--- config.mk ---
export PLATFORM = sky130hd
export DESIGN_NAME = mem_wb_stage_buf_flat
export DESIGN_NICKNAME = d
export VERILOG_FILES = /design/src/rtl/mem_wb_stage_buf_if.sv /design/src/rtl/mem_wb_stage_buf.sv /design/src/flat_wrapper.sv
export SDC_FILE = /design/constraint.sdc
export NUM_CORES = 1
export LEC_CHECK = 0
export CAP_MARGIN = 40
export CORE_MARGIN = 1.5
export CORE_UTILIZATION = 55
export CTS_BUF_LIST = sky130_fd_sc_hd__clkbuf_2
export CTS_CLUSTER_DIAMETER = 200
export DETAILED_ROUTE_END_ITERATION = 8
export PLACE_DENSITY = 0.88
export SYNTH_ARGS = -nofsm -noshare
export SYNTH_HDL_FRONTEND = slang
export SYNTH_SLANG_ARGS = --single-unit
export TNS_END_PERCENT = 20
--- constraint.sdc ---
create_clock -name clk -period 8.25 [get_ports clk]
set_input_delay 1.2375 -clock clk [delete_from_list [all_inputs] [get_ports clk]]
set_output_delay 1.2375 -clock clk [all_outputs]
set_load 0.02 [all_outputs]
--- src/rtl/mem_wb_stage_buf_if.sv ---
// ============================================================================
// Module     : mem_wb_stage_buf_if
// Description: MEM->WB stage bus: MEM-side beat in, WB-side beat out.
// Revision   : 1.0 - initial release
// ============================================================================
`default_nettype none

interface mem_wb_stage_buf_if #(
    parameter int DATA_W = 32,
    parameter int RD_W   = 5
);
    logic              in_valid;
    logic              in_ready;
    logic              in_memtoreg;
    logic              in_regwrite;
    logic [DATA_W-1:0] in_mem;
    logic [DATA_W-1:0] in_alu;
    logic [RD_W-1:0]   in_rd;

    logic              out_valid;
    logic              out_ready;
    logic              out_memtoreg;
    logic              out_regwrite;
    logic [DATA_W-1:0] out_mem;
    logic [DATA_W-1:0] out_alu;
    logic [RD_W-1:0]   out_rd;
    logic [DATA_W-1:0] out_wdata;

    modport slave (
        input  in_valid, in_memtoreg, in_regwrite, in_mem, in_alu, in_rd, out_ready,
        output in_ready, out_valid, out_memtoreg, out_regwrite, out_mem, out_alu,
               out_rd, out_wdata
    );

    modport master (
        output in_valid, in_memtoreg, in_regwrite, in_mem, in_alu, in_rd, out_ready,
        input  in_ready, out_valid, out_memtoreg, out_regwrite, out_mem, out_alu,
               out_rd, out_wdata
    );
endinterface

`default_nettype wire

--- src/rtl/mem_wb_stage_buf.sv ---
// ============================================================================
// Module     : mem_wb_stage_buf
// Description: MEM->WB pipeline stage with valid/ready, optional skid entry,
//              flush and bubble-gated writeback controls.
// Revision   : 1.0 - initial release
// ============================================================================
`default_nettype none

module mem_wb_stage_buf #(
    parameter int DATA_W = 32,
    parameter int RD_W   = 5,
    parameter int SKID   = 1
) (
    input  wire logic               clk,
    input  wire logic               rst,
    input  wire logic               flush_i,
    mem_wb_stage_buf_if.slave       bus,
    output logic [1:0]              occupancy_o
);

    localparam int c_PAY_W = 2 + 2*DATA_W + RD_W;

    logic [c_PAY_W-1:0] w_in_pay;
    logic [c_PAY_W-1:0] main_pay_q, main_pay_d;
    logic [c_PAY_W-1:0] skid_pay_q, skid_pay_d;
    logic               main_valid_q, main_valid_d;
    logic               skid_valid_q, skid_valid_d;
    logic               w_in_ready;
    logic               w_accept;
    logic               w_main_free;

    assign w_in_pay    = {bus.in_memtoreg, bus.in_regwrite, bus.in_mem, bus.in_alu, bus.in_rd};
    assign w_accept    = bus.in_valid & w_in_ready;
    assign w_main_free = !main_valid_q | bus.out_ready;

    // Skid entry is always older than the input, so it wins the refill of main.
    always_comb begin
        main_valid_d = main_valid_q;
        main_pay_d   = main_pay_q;
        skid_valid_d = skid_valid_q;
        skid_pay_d   = skid_pay_q;
        if (flush_i) begin
            main_valid_d = 1'b0;
            skid_valid_d = 1'b0;
        end else if (SKID != 0) begin
            if (w_main_free) begin
                if (skid_valid_q) begin
                    main_valid_d = 1'b1;
                    main_pay_d   = skid_pay_q;
                    skid_valid_d = 1'b0;
                end else if (w_accept) begin
                    main_valid_d = 1'b1;
                    main_pay_d   = w_in_pay;
                end else begin
                    main_valid_d = 1'b0;
                end
            end else if (w_accept) begin
                skid_valid_d = 1'b1;
                skid_pay_d   = w_in_pay;
            end
        end else begin
            if (w_accept) begin
                main_valid_d = 1'b1;
                main_pay_d   = w_in_pay;
            end else if (bus.out_ready) begin
                main_valid_d = 1'b0;
            end
        end
    end

    always_ff @(posedge clk or posedge rst) begin
        if (rst) begin
            main_valid_q <= 1'b0;
            skid_valid_q <= 1'b0;
            main_pay_q   <= '0;
            skid_pay_q   <= '0;
        end else begin
            main_valid_q <= main_valid_d;
            skid_valid_q <= skid_valid_d;
            main_pay_q   <= main_pay_d;
            skid_pay_q   <= skid_pay_d;
        end
    end

    generate
        if (SKID != 0) begin : g_skid_rdy
            // Registered ready: no combinational path from out_ready back to MEM.
            logic ready_q;
            always_ff @(posedge clk or posedge rst) begin
                if (rst) ready_q <= 1'b0;
                else     ready_q <= !skid_valid_d;
            end
            assign w_in_ready = ready_q;
        end else begin : g_comb_rdy
            logic alive_q;
            always_ff @(posedge clk or posedge rst) begin
                if (rst) alive_q <= 1'b0;
                else     alive_q <= 1'b1;
            end
            assign w_in_ready = alive_q & w_main_free;
        end
    endgenerate

    logic w_mt;
    logic w_rw;

    assign w_mt = main_valid_q & main_pay_q[c_PAY_W-1];
    assign w_rw = main_valid_q & main_pay_q[c_PAY_W-2];

    assign bus.in_ready     = w_in_ready;
    assign bus.out_valid    = main_valid_q;
    assign bus.out_memtoreg = w_mt;
    assign bus.out_regwrite = w_rw;
    assign bus.out_mem      = main_pay_q[c_PAY_W-3 -: DATA_W];
    assign bus.out_alu      = main_pay_q[RD_W+DATA_W-1 -: DATA_W];
    assign bus.out_rd       = main_valid_q ? main_pay_q[RD_W-1:0] : '0;
    assign bus.out_wdata    = w_mt ? main_pay_q[c_PAY_W-3 -: DATA_W]
                                   : main_pay_q[RD_W+DATA_W-1 -: DATA_W];
    assign occupancy_o      = {1'b0, main_valid_q} + {1'b0, skid_valid_q};

endmodule

`default_nettype wire
--- src/flat_wrapper.sv ---
// flat-port wrapper written by rule: the top's interface ports become plain ports
module mem_wb_stage_buf_flat 
#(
    parameter int DATA_W = 32,
    parameter int RD_W   = 5,
    parameter int SKID   = 1
)
  (clk, rst, flush_i, occupancy_o, bus_in_valid, bus_in_memtoreg, bus_in_regwrite, bus_in_mem, bus_in_alu, bus_in_rd, bus_out_ready, bus_in_ready, bus_out_valid, bus_out_memtoreg, bus_out_regwrite, bus_out_mem, bus_out_alu, bus_out_rd, bus_out_wdata);
  mem_wb_stage_buf_if #(.DATA_W(DATA_W), .RD_W(RD_W)) bus_i ();
  input  wire logic clk;
  input  wire logic rst;
  input  wire logic flush_i;
  output logic [1:0] occupancy_o;
  input wire logic [$bits(bus_i.in_valid)-1:0] bus_in_valid;
  input wire logic [$bits(bus_i.in_memtoreg)-1:0] bus_in_memtoreg;
  input wire logic [$bits(bus_i.in_regwrite)-1:0] bus_in_regwrite;
  input wire logic [$bits(bus_i.in_mem)-1:0] bus_in_mem;
  input wire logic [$bits(bus_i.in_alu)-1:0] bus_in_alu;
  input wire logic [$bits(bus_i.in_rd)-1:0] bus_in_rd;
  input wire logic [$bits(bus_i.out_ready)-1:0] bus_out_ready;
  output wire logic [$bits(bus_i.in_ready)-1:0] bus_in_ready;
  output wire logic [$bits(bus_i.out_valid)-1:0] bus_out_valid;
  output wire logic [$bits(bus_i.out_memtoreg)-1:0] bus_out_memtoreg;
  output wire logic [$bits(bus_i.out_regwrite)-1:0] bus_out_regwrite;
  output wire logic [$bits(bus_i.out_mem)-1:0] bus_out_mem;
  output wire logic [$bits(bus_i.out_alu)-1:0] bus_out_alu;
  output wire logic [$bits(bus_i.out_rd)-1:0] bus_out_rd;
  output wire logic [$bits(bus_i.out_wdata)-1:0] bus_out_wdata;
  assign bus_i.in_valid = bus_in_valid;
  assign bus_i.in_memtoreg = bus_in_memtoreg;
  assign bus_i.in_regwrite = bus_in_regwrite;
  assign bus_i.in_mem = bus_in_mem;
  assign bus_i.in_alu = bus_in_alu;
  assign bus_i.in_rd = bus_in_rd;
  assign bus_i.out_ready = bus_out_ready;
  assign bus_in_ready = bus_i.in_ready;
  assign bus_out_valid = bus_i.out_valid;
  assign bus_out_memtoreg = bus_i.out_memtoreg;
  assign bus_out_regwrite = bus_i.out_regwrite;
  assign bus_out_mem = bus_i.out_mem;
  assign bus_out_alu = bus_i.out_alu;
  assign bus_out_rd = bus_i.out_rd;
  assign bus_out_wdata = bus_i.out_wdata;
  mem_wb_stage_buf #(.DATA_W(DATA_W), .RD_W(RD_W), .SKID(SKID)) u_core (.clk(clk), .rst(rst), .flush_i(flush_i), .bus(bus_i), .occupancy_o(occupancy_o));
endmodule
# Yosys cells after proc, flatten, opt, wreduce, memory -nomap -nowiden
# Cells that the tools add are included.
[classes]
n_addsub = 1
multipliers = 0
n_div = 0
magnitude_cmp = 0
n_eq_ne = 0
n_shift = 0
muxes = 11
bitwise = 6
n_reduce_logical = 6
[ops]
columns = ["op", "n"]
rows = [
  ["71-bit two-way mux", 2],
  ["32-bit two-way mux", 1],
  ["1-bit two-way mux", 7],
  ["3-bit AND reduction", 2],
  ["5-bit two-way mux", 1],
  ["2-bit nonzero test", 2],
  ["1-bit AND", 3],
  ["1-bit by 1-bit adder with 2-bit output", 1],
  ["1-bit zero test", 2],
  ["1-bit inverter", 2],
  ["1-bit OR", 1],
]
[word_totals]
regBits = 145
latchBits = 0
ramBits = 0
mem_bits_ro = 0
input_bits = 76
out_inout_bits = 107
word_cells = 29
n_memories = 0

# Depth between registers and ports, before layout
# Gate-level depths: netlist of the first run.
[depth]
word_depth = 5
mapped_depth = 5
mapped_depth_nobuf = 3

# Worst setup path before layout of the first run
# OpenSTA, ideal clock, no wires.
[synth_timing]
path_kind = "reg2out"
start = "register u_core.main_valid_q, in the netlist u_core.bus.out_valid"
end = "output bus_out_wdata[0]"
arrival_time_ns = 1.475
required_time_ns = 7.013
path_slack_ns = 5.537
stages_incl_launch_ff = 4
n_path_buf = 1
path_cell_list = "dfrtp_1 nand2_1 buf_1 mux2_2"
[synth_via]
elab_chain_cells = 2
[synth_rtl]
columns = ["item", "line", "rtl"]
rows = [
  ["start, declared", "mem_wb_stage_buf.sv:26", "logic main_valid_q, main_valid_d;"],
  ["start signal, assigned", "mem_wb_stage_buf.sv:78", "main_valid_q <= main_valid_d;"],
  ["1-bit AND", "mem_wb_stage_buf.sv:107", "assign w_mt = main_valid_q & main_pay_q[c_PAY_W-1];"],
  ["32-bit two-way mux", "mem_wb_stage_buf.sv:117", "assign bus.out_wdata = w_mt ? main_pay_q[c_PAY_W-3 -: DATA_W]"],
  ["end, declared", "flat_wrapper.sv:28", "output wire logic [$bits(bus_i.out_wdata)-1:0] bus_out_wdata;"],
]
# Every way passes these cells.

# Worst setup path after layout of the first run
[layout_timing]
start = "register u_core.main_valid_q, in the netlist u_core.bus.out_valid"
end = "output bus_out_wdata[17]"
# The elaborated chain is that of the path after synthesis.

==> reports/results.ini, run 1 <==
[critical_path]
crit_arrival_ns = 2.74
crit_path_end_kind = output port
r2r-start = u_core.bus.out_valid$_DFFE_PP0P_
required_ns = 7.01
startpoint_type = register
cp_max_fo = 25
path_class = register to output port
crit_start = u_core.bus.out_valid$_DFFE_PP0P_

[power_and_ir_drop]
p_total_mw = 2.000
powerDensity_nw_per_um2 = 225.8
leakage_nw = 3.686
vdd_drop_max_uv = 142.9

[yosys]
synth_nets = 575
syn_avg_cell_area_um2 = 14.35
yosys_warnings = 0
synth_area_um2 = 7147
synthFlopType = dfrtp_1
yosysMostFrequentCell = mux2_2
yosysTopAreaCellShare_pct = 50.77
ys_ff_latch = 145
synthArstFlopShare_pct = 100.0
ys_seq_area_share_pct = 50.77
synth_top_area_cell = dfrtp_1
synth_cells = 498
ys_types = 19
synthTopCellsByArea = dfrtp_1, mux2_2, mux2_1
synth_edf_count = 0
synthTopCellsByCount = mux2_2, dfrtp_1, mux2_1, buf_4, buf_2

[final_layout]
layout.cells.non_filler = 802
areaGrowthSynthToFinish_pct = 23.95
regArea_um2 = 3632
num-nets-final = 694
antenna_cells = 0
multi_input_area_um2 = 2879
fill_cells = 915
drive_above_1_share_pct = 32.86

[grt]
grt_max_degree = 76
grt-ovfl-total = 0
antenna_found_initial = 0
grt_usage_pct = 21.81
grt_pass1_wl_um = 22490
grt_pass1_vias = 4499

[clocking]
clkSinkCount = 145
ctsHoldBuffers = 0
clk_pin_slew_ns = 0.17
cts_tree = yes
numCtsBuffers = 17
cts_buffer_depth = 2
cts_root_buffer = clkbuf_2
cts_setup_buffers = 0
h-tree-depth = 4
clkLatencyLatePin_ns = 0.69
post_cts_resized = 0

[floorplan]
core_area_um2 = 12670
die_h_um = 117.0
rows = 41
io_pins = 183
dieWidth_um = 117.0
start_util_pct = 56.40
dieArea_um2 = 13690

[placed_design]
place_congestion = 0.7443
dp.final_hpwl_um = 9863
placed_cells = 770
portBuffers = 182

[timing]
timing.final.max_slew_violations = 0
max_slew.worst_pin.slew_ns = 0.7978
period_share_pct = 48.18
maxSlewHeadroom_pct = 46.81
fmax_mhz = 251.6
rsz0062_at_grt = no
final.setup_skew_ns = 0.02680
timing.final.crit_period_ns = 3.975
finalSetupTns_ns = 0
hold_violations = 0
setup_viol = 0

[run_status]
status = completed

[routing]
wl_per_cell_um = 17.67
dr.first_iter.drc_count = 171
vias = 4232
vias_per_cell = 5.277
first_pass_iters = 4
drc = 0
wl_um = 14170
antenna_left = 0

[run]
maxCapViolations = 0

[min_path]
hp-class = register to register
hold_start = u_core.skid_pay_q[19]$_DFFE_PP0P_

## layer usage
metal / part of all wire [%] / vias to the layer above / GRT usage (%)
li1: - / 1930 / -
met4: 1.5 / 0 / 8.916
met3: 6.4 / 19 / 6.694
met2: 51 / 127 / 37.19
met1: 41 / 2156 / 25.86
met5: 0 / - / 0
## logic make-up (layout without fill, tap and decap cells)
kind of cell,count (synthesis),in the layout,synth area share [%]
AND/OR/NAND/NOR,14,14,1.313
AO/OA/AOI/OAI,1,1,0.06996
buffers and inverters,92,224,9.069
flip-flops,145,145,50.77
adder cells (fa/ha/maj),1,1,0.1750
multiplexers,245,245,38.60
## state kept, by name, indices dropped and copies added, names as in the netlist
name and cells:
u_core.main_pay_q 71, u_core.bus.in_ready 1, u_core.skid_valid_q 1, u_core.bus.out_valid 1, u_core.skid_pay_q 71
## stage by stage
step                area [um^2]  setup slack [ns]  hold WS (ns)  util [%]
finish                     8859             4.276        0.5028     69.91
global route               8859             4.087        0.5285     69.91
CTS                        8859             4.134        0.5061     69.91
detailed placement         8682             4.428        0.4684     68.52
global placement           8587             4.464        0.4610     67.77
floorplan                  7147             3.118        0.4522         -
## area by class of cell
class                   instances  area share (%)
inverters                       3          0.1836
multi-input cells             261           32.50
repair buffers                189           21.89
clock inverters                11          0.8051
well taps                     172           2.429
clock buffers                  21           1.186
flip-flops and latches        145           41.00
## path summary, 6_finish.rpt
kind	to	slack, ns	cells past startpoint
min reg2reg	u_core.skid_pay_q[19]$_DFFE_PP0P_	0.50	1
min in group asynchronous	u_core.main_pay_q[18]$_DFFE_PP0P_	1.02	2
max reg2reg	u_core.skid_pay_q[69]$_DFFE_PP0P_	5.53	4
min	u_core.skid_pay_q[19]$_DFFE_PP0P_	0.50	1
max	bus_out_wdata[17]	4.28	4
max in group asynchronous	u_core.skid_valid_q$_DFF_PP0_	6.11	4
## report_power, final
group          switching [mW]  internal, mW
logic                   0.294         0.385
registers               0.105         0.883
clock network           0.227         0.105
## critical path, stage by stage (launching register included)
cell	delay (ns)
dfrtp_1	0.56
nand2_2	0.32
buf_12	0.25
mux2_2	0.37
clkdlybuf4s50_1	0.55
## placed cells by master, fill, tap and decap left out, types with 3 or more instances in the layout
cell type,netlist,layout
and2_1,6,6
clkinv_2,0,3
mux2_2,169,169
clkbuf_2,0,21
dfrtp_1,145,144
mux2_1,76,76
clkdlybuf4s50_1,0,182
buf_4,64,3
clkinv_1,0,7
(Power assumes the default switching activity.)
==> inputs of run 2 (changes only) <==
--- a/config.mk
+++ b/config.mk
@@ -7,11 +7,11 @@
 export LEC_CHECK = 0
 export CAP_MARGIN = 40
 export CORE_MARGIN = 1.5
-export CORE_UTILIZATION = 55
+export CORE_UTILIZATION = 51
 export CTS_BUF_LIST = sky130_fd_sc_hd__clkbuf_2
 export CTS_CLUSTER_DIAMETER = 200
 export DETAILED_ROUTE_END_ITERATION = 8
-export PLACE_DENSITY = 0.88
+export PLACE_DENSITY = 0.83
 export SYNTH_ARGS = -nofsm -noshare
 export SYNTH_HDL_FRONTEND = slang
 export SYNTH_SLANG_ARGS = --single-unit
==> constraint.sdc (replaced) <==
create_clock -name clk -period 4 [get_ports clk]
set_input_delay 0.6 -clock clk [delete_from_list [all_inputs] [get_ports clk]]
set_output_delay 0.6 -clock clk [all_outputs]
set_load 0.02 [all_outputs]
==> run 2 against run 1 <==
- via count shrank 0.31%
- global-route usage shrank 1.1 points
- utilization shrank 4.9 points
- total power grew 120%
- critical path type unchanged
- largest cell class unchanged
==> reports/results.ini, run 2 (synthesis gave the netlist of run 1 again) <==
[run_status]
status = completed  ; unchanged

[routing]
wl_um = 14380  ; was 14170 um
dr.first_iter.drc_count = 199  ; was 171
vias = 4219  ; was 4232
first_pass_iters = 4  ; unchanged
antenna_left = 0  ; unchanged
vias_per_cell = 5.222  ; was 5.277
drc = 0  ; unchanged
wl_per_cell_um = 17.79  ; was 17.67 um

[final_layout]
reg_top3 = u_core.main_pay_q x71, u_core.skid_pay_q x71  ; unchanged
antenna_cells = 0  ; unchanged
fill_cells = 1055  ; was 915
num-nets-final = 692  ; was 694
areaGrowthSynthToFinish_pct = 25.23  ; was 23.95%
final_cell_mix = clkdlybuf4s50_1, mux2_2, dfrtp_1  ; unchanged
drive_above_1_share_pct = 33.28  ; was 32.86%
fin_area_um2 = 8950  ; was 8859 um^2
layout_commonest_cell = clkdlybuf4s50_1  ; unchanged

[critical_path]
startpoint_type = register  ; unchanged
max_stage_delay_ns = 0.55  ; was 0.56 ns
r2r-start = u_core.skid_valid_q$_DFF_PP0_  ; was u_core.bus.out_valid$_DFFE_PP0P_
crit_start = u_core.bus.out_valid$_DFFE_PP0P_  ; unchanged
slowest_stage = clkdlybuf4s50_1  ; was dfrtp_1
path_class = register to output port  ; unchanged
path_cells = nand2_2 -> buf_16 -> mux2_2 -> clkdlybuf4s50_1  ; was nand2_2 -> buf_12 -> mux2_2 -> clkdlybuf4s50_1
crit_arrival_ns = 2.79  ; was 2.74 ns
required_ns = 3.40  ; was 7.01 ns
cp_max_fo = 17  ; was 25
crit_path_end_kind = output port  ; unchanged

[power_and_ir_drop]
leakage_nw = 3.714  ; was 3.686 nW
vdd_drop_max_uv = 247.6  ; was 142.9 uV
powerDensity_nw_per_um2 = 491.5  ; was 225.8 nW/um^2
p_total_mw = 4.399  ; was 2.000 mW

[clocking]
numCtsBuffers = 17  ; unchanged
h-tree-depth = 4  ; unchanged
ctsHoldBuffers = 0  ; unchanged
cts_setup_buffers = 0  ; unchanged
clkLatencyLatePin_ns = 0.67  ; was 0.69 ns
post_cts_resized = 0  ; unchanged
cts_root_buffer = clkbuf_2  ; unchanged
clkSinkCount = 145  ; unchanged
cts_tree = yes  ; unchanged
clk_pin_slew_ns = 0.21  ; was 0.17 ns
cts_buffer_depth = 2  ; unchanged

[grt]
antenna_found_initial = 0  ; unchanged
grt_max_degree = 146  ; was 76
grt_pass1_wl_um = 23440  ; was 22490 um
grt_usage_pct = 20.67  ; was 21.81%
grt_pass1_vias = 4601  ; was 4499
grt-ovfl-total = 0  ; unchanged

[timing]
fin_ws_ns = 0.6070  ; was 4.276 ns
timing.final.max_slew_violations = 0  ; unchanged
setup_viol = 0  ; unchanged
rsz0062_at_grt = no  ; unchanged
maxSlewHeadroom_pct = 46.83  ; was 46.81%
final.setup_skew_ns = 0.02097  ; was 0.02680 ns
period_share_pct = 84.83
fmax_mhz = 294.7
timing.final.crit_period_ns = 3.393
finalSetupTns_ns = 0  ; unchanged
max_slew.worst_pin.slew_ns = 0.7975  ; was 0.7978 ns
hold_violations = 0  ; unchanged

[floorplan]
dieWidth_um = 121.4  ; was 117.0 um
start_util_pct = 51.89  ; was 56.40%
die_h_um = 121.4  ; was 117.0 um
dieArea_um2 = 14730  ; was 13690 um^2
core_area_um2 = 13770  ; was 12670 um^2
rows = 43  ; was 41
io_pins = 183  ; unchanged

[placed_design]
portBuffers = 182  ; unchanged
place_congestion = 0.7358  ; was 0.7443
place_area_um2 = 8638  ; was 8682 um^2
dp.final_hpwl_um = 9538  ; was 9863 um
dp_slack_ns = 1.190  ; was 4.428 ns

[run]
maxCapViolations = 0  ; unchanged

[min_path]
hp-class = input pin to asynchronous set/reset pin  ; was register to register

==> run 2: per-layer routing <==
layer  GRT usage, %  share of wire (%)  vias up  routed length, um
met4          7.059                1.3        0                181
met5              0                  0        -                  0
met3          5.733                6.0       15                857
met1          26.07                 43     2140               6227
li1               -                  -     1933                  -
met2          34.25                 49      131               7111
==> run 2: final timing paths <==
check                           slack [ns]                           endpoint  cells past startpoint
worst min-delay path                  0.42  u_core.main_pay_q[16]$_DFFE_PP0P_                      3
max in group asynchronous             2.93  u_core.skid_pay_q[30]$_DFFE_PP0P_                      3
worst max register to register        1.64  u_core.main_pay_q[41]$_DFFE_PP0P_                      3
min in group clk                      0.50   u_core.skid_pay_q[9]$_DFFE_PP0P_                      1
worst max-delay path                  0.61                  bus_out_wdata[17]                      4
worst min register to register        0.50   u_core.skid_pay_q[9]$_DFFE_PP0P_                      1
==> run 2: power by group <==
part           leakage, nW  internal, mW  switching (mW)
Clock                0.170         0.464           0.495
Sequential            1.74          1.82           0.226
Combinational         1.80         0.792           0.600
Total                 3.71          3.08            1.32
==> run 2: final cells by class <==
type	count	area [um^2]	share of cell area [%]
repair buffers	187	1917	21.42
flip-flops and latches	145	3630	40.56
clock buffers	18	90.09	1.007
clock inverters	14	193.9	2.167
inverters	3	15.01	0.1678
multi-input cells	261	2879	32.17
well taps	180	225.2	2.516
==> run 2: critical path, delay by kind of cell (launching register included) <==
kind | cells | cell delay (ns)
mux | 1 | 0.34
simple gates | 1 | 0.47
flops | 1 | 0.54
buf+inv | 2 | 0.77
==> run 2: stage by stage <==
step | util [%] | hold slack, ns | std cells
4_1_cts | 64.78 | 0.4369 | 807
5_1_grt | 64.98 | 0.4232 | 808
6_report | 64.98 | 0.4247 | 808
2_1_floorplan | - | 0.4522 | 498
3_5_place_dp | 62.72 | 0.4684 | 775
3_3_place_gp | 62.72 | 0.4608 | 775
==> inputs of run 3 (changes only) <==
==> constraint.sdc (replaced) <==
create_clock -name clk -period 3.3 [get_ports clk]
set_input_delay 0.495 -clock clk [delete_from_list [all_inputs] [get_ports clk]]
set_output_delay 0.495 -clock clk [all_outputs]
set_load 0.02 [all_outputs]
==> run 3 against run 2 <==
- worst setup slack got worse by 0.38 ns
- first-iteration DRC count decreased by 19%
- critical path depth unchanged
- utilization decreased by 0.22 points
- flip-flop and latch count unchanged
- clock skew decreased by 0.0044 ns
- highest routed layer unchanged
- combinational power increased by 22%
- critical endpoint is now bus_out_wdata[29]
- sequential power increased by 21%
- count of clock-buffer cells in the layout decreased by 1
- non-clock buffer count increased by 2
- register-to-register slack got worse by 0.52 ns
- via count about the same
==> reports/results.ini, run 3 (synthesis gave the netlist of run 1 again) <==
[clocking]
clkLatencyLatePin_ns = 0.70  ; was 0.67 ns
h-tree-depth = 4  ; unchanged
cts_root_buffer = clkbuf_2  ; unchanged
clk_pin_slew_ns = 0.20  ; was 0.21 ns
cts_setup_buffers = 0  ; unchanged
clkSinkCount = 145  ; unchanged
numCtsBuffers = 17  ; unchanged
cts_tree = yes  ; unchanged
cts_buffer_depth = 2  ; unchanged

[timing]
finalSetupTns_ns = 0  ; unchanged
fmax_mhz = 325.9
rsz0062_at_grt = no  ; unchanged
timing.final.crit_period_ns = 3.068
setup_viol = 0  ; unchanged
timing.final.max_slew_violations = 0  ; unchanged
final.setup_skew_ns = 0.01657  ; was 0.02097 ns
max_slew.worst_pin.slew_ns = 0.8920  ; was 0.7975 ns
maxSlewHeadroom_pct = 40.53  ; was 46.83%
fin_ws_ns = 0.2316  ; was 0.6070 ns
period_share_pct = 92.98
hold_violations = 0  ; unchanged

[floorplan]
core_area_um2 = 13770  ; unchanged
dieArea_um2 = 14730  ; unchanged
io_pins = 183  ; unchanged
die_h_um = 121.4  ; unchanged
start_util_pct = 51.89  ; unchanged
rows = 43  ; unchanged
dieWidth_um = 121.4  ; unchanged

[grt]
grt-ovfl-total = 0  ; unchanged
grt_usage_pct = 20.19  ; was 20.67%
grt_max_degree = 146  ; unchanged
grt_pass1_vias = 4456  ; was 4601
antenna_found_initial = 0  ; unchanged
grt_pass1_wl_um = 22690  ; was 23440 um

[routing]
dr.first_iter.drc_count = 161  ; was 199
drc = 0  ; unchanged
vias = 4222  ; was 4219
first_pass_iters = 4  ; unchanged
antenna_left = 0  ; unchanged
wl_per_cell_um = 17.65  ; was 17.79 um
wl_um = 14300  ; was 14380 um
vias_per_cell = 5.212  ; was 5.222

[final_layout]
layout_commonest_cell = clkdlybuf4s50_1  ; unchanged
drive_above_1_share_pct = 33.02  ; was 33.28%
areaGrowthSynthToFinish_pct = 24.81  ; was 25.23%
fill_cells = 1042  ; was 1055
antenna_cells = 0  ; unchanged
final_cell_mix = clkdlybuf4s50_1, mux2_2, dfrtp_1  ; unchanged
reg_top3 = u_core.main_pay_q x71, u_core.skid_pay_q x71  ; unchanged
num-nets-final = 694  ; was 692

[critical_path]
cp_top_family = buffers and inverters  ; unchanged
crit_start = u_core.bus.out_valid$_DFFE_PP0P_  ; unchanged
path_class = register to output port  ; unchanged
slowest_stage = dfrtp_1  ; was clkdlybuf4s50_1
critPathBufInv = 2  ; unchanged
startpoint_type = register  ; unchanged
cp_max_fo = 17  ; unchanged
path_cells = nand2_8 -> buf_12 -> mux2_2 -> clkdlybuf4s50_1  ; was nand2_2 -> buf_16 -> mux2_2 -> clkdlybuf4s50_1
crit_path_end_kind = output port  ; unchanged
r2r-start = u_core.skid_valid_q$_DFF_PP0_  ; unchanged
required_ns = 2.80  ; was 3.40 ns
crit_arrival_ns = 2.57  ; was 2.79 ns
max_stage_delay_ns = 0.56  ; was 0.55 ns

[placed_design]
dp.final_hpwl_um = 9563  ; was 9538 um
portBuffers = 182  ; unchanged
place_congestion = 0.7325  ; was 0.7358
dp_slack_ns = 0.7613  ; was 1.190 ns

[run_status]
status = completed  ; unchanged

[run]
maxCapViolations = 0  ; unchanged

[min_path]
hp-class = input pin to asynchronous set/reset pin  ; unchanged

[power_and_ir_drop]
leakage_nw = 3.696  ; was 3.714 nW
powerDensity_nw_per_um2 = 587.9  ; was 491.5 nW/um^2
vdd_drop_max_uv = 292.6  ; was 247.6 uV

-- run 3: cell type report --
type                    instances  area [um^2]  share of cell area, %
flip-flops and latches        145         3630                  40.69
clock inverters                15        172.7                  1.936
repair buffers                189         1899                  21.29
inverters                       3        15.01                 0.1683
multi-input cells             261         2893                  32.43
clock buffers                  17        85.08                 0.9539
well taps                     180        225.2                  2.525
-- run 3: per-layer routing --
| layer | track usage [%] | vias up | wire length, um |
|---|---|---|---|
| li1 | - | 1935 | - |
| met1 | 25.28 | 2134 | 6114 |
| met2 | 32.42 | 133 | 6991 |
| met3 | 7.096 | 20 | 924 |
| met4 | 7.132 | 0 | 269 |
| met5 | 0 | - | 0 |
-- run 3: path summary, 6_finish.rpt --
kind | slack, ns | cells past startpoint | endpoint
max | 0.23 | 4 | bus_out_wdata[29]
min | 0.35 | 3 | u_core.main_pay_q[17]$_DFFE_PP0P_
max reg2reg | 1.12 | 3 | u_core.main_pay_q[21]$_DFFE_PP0P_
min reg2reg | 0.51 | 1 | u_core.skid_pay_q[20]$_DFFE_PP0P_
max in group asynchronous | 2.33 | 3 | u_core.skid_valid_q$_DFF_PP0_
min in group clk | 0.40 | 2 | u_core.skid_pay_q[27]$_DFFE_PP0P_
-- run 3: through the flow --
step	std cells	total power [mW]	hold slack, ns	util, %	cell area (um^2)
2_1_floorplan	498	3.609	0.4522	-	7151
3_3_place_gp	778	4.130	0.4609	62.79	8648
4_1_cts	810	5.301	0.3213	64.70	8911
5_1_grt	810	5.539	0.2956	64.76	8920
3_5_place_dp	778	4.213	0.4690	62.79	8648
6_report	810	5.244	0.3496	64.76	8920
-- run 3: what timing repair did --
action | CTS | global route
hold buffers | 0 | 0
setup endpoints to repair | 16 | 8
gates resized for setup | 1 | 1
-- run 3: power by group --
part	internal (mW)	leakage, nW	switching (mW)
registers	2.21	1.74	0.269
logic	0.958	1.81	0.727
clock network	0.478	0.149	0.603
-- run 3: worst reg2reg max path, delay by kind of cell (launching register included) --
family / cells / cell delay (ns)
muxes: 2 / 0.75
DFF: 1 / 0.60
buffers and inverters: 1 / 0.75
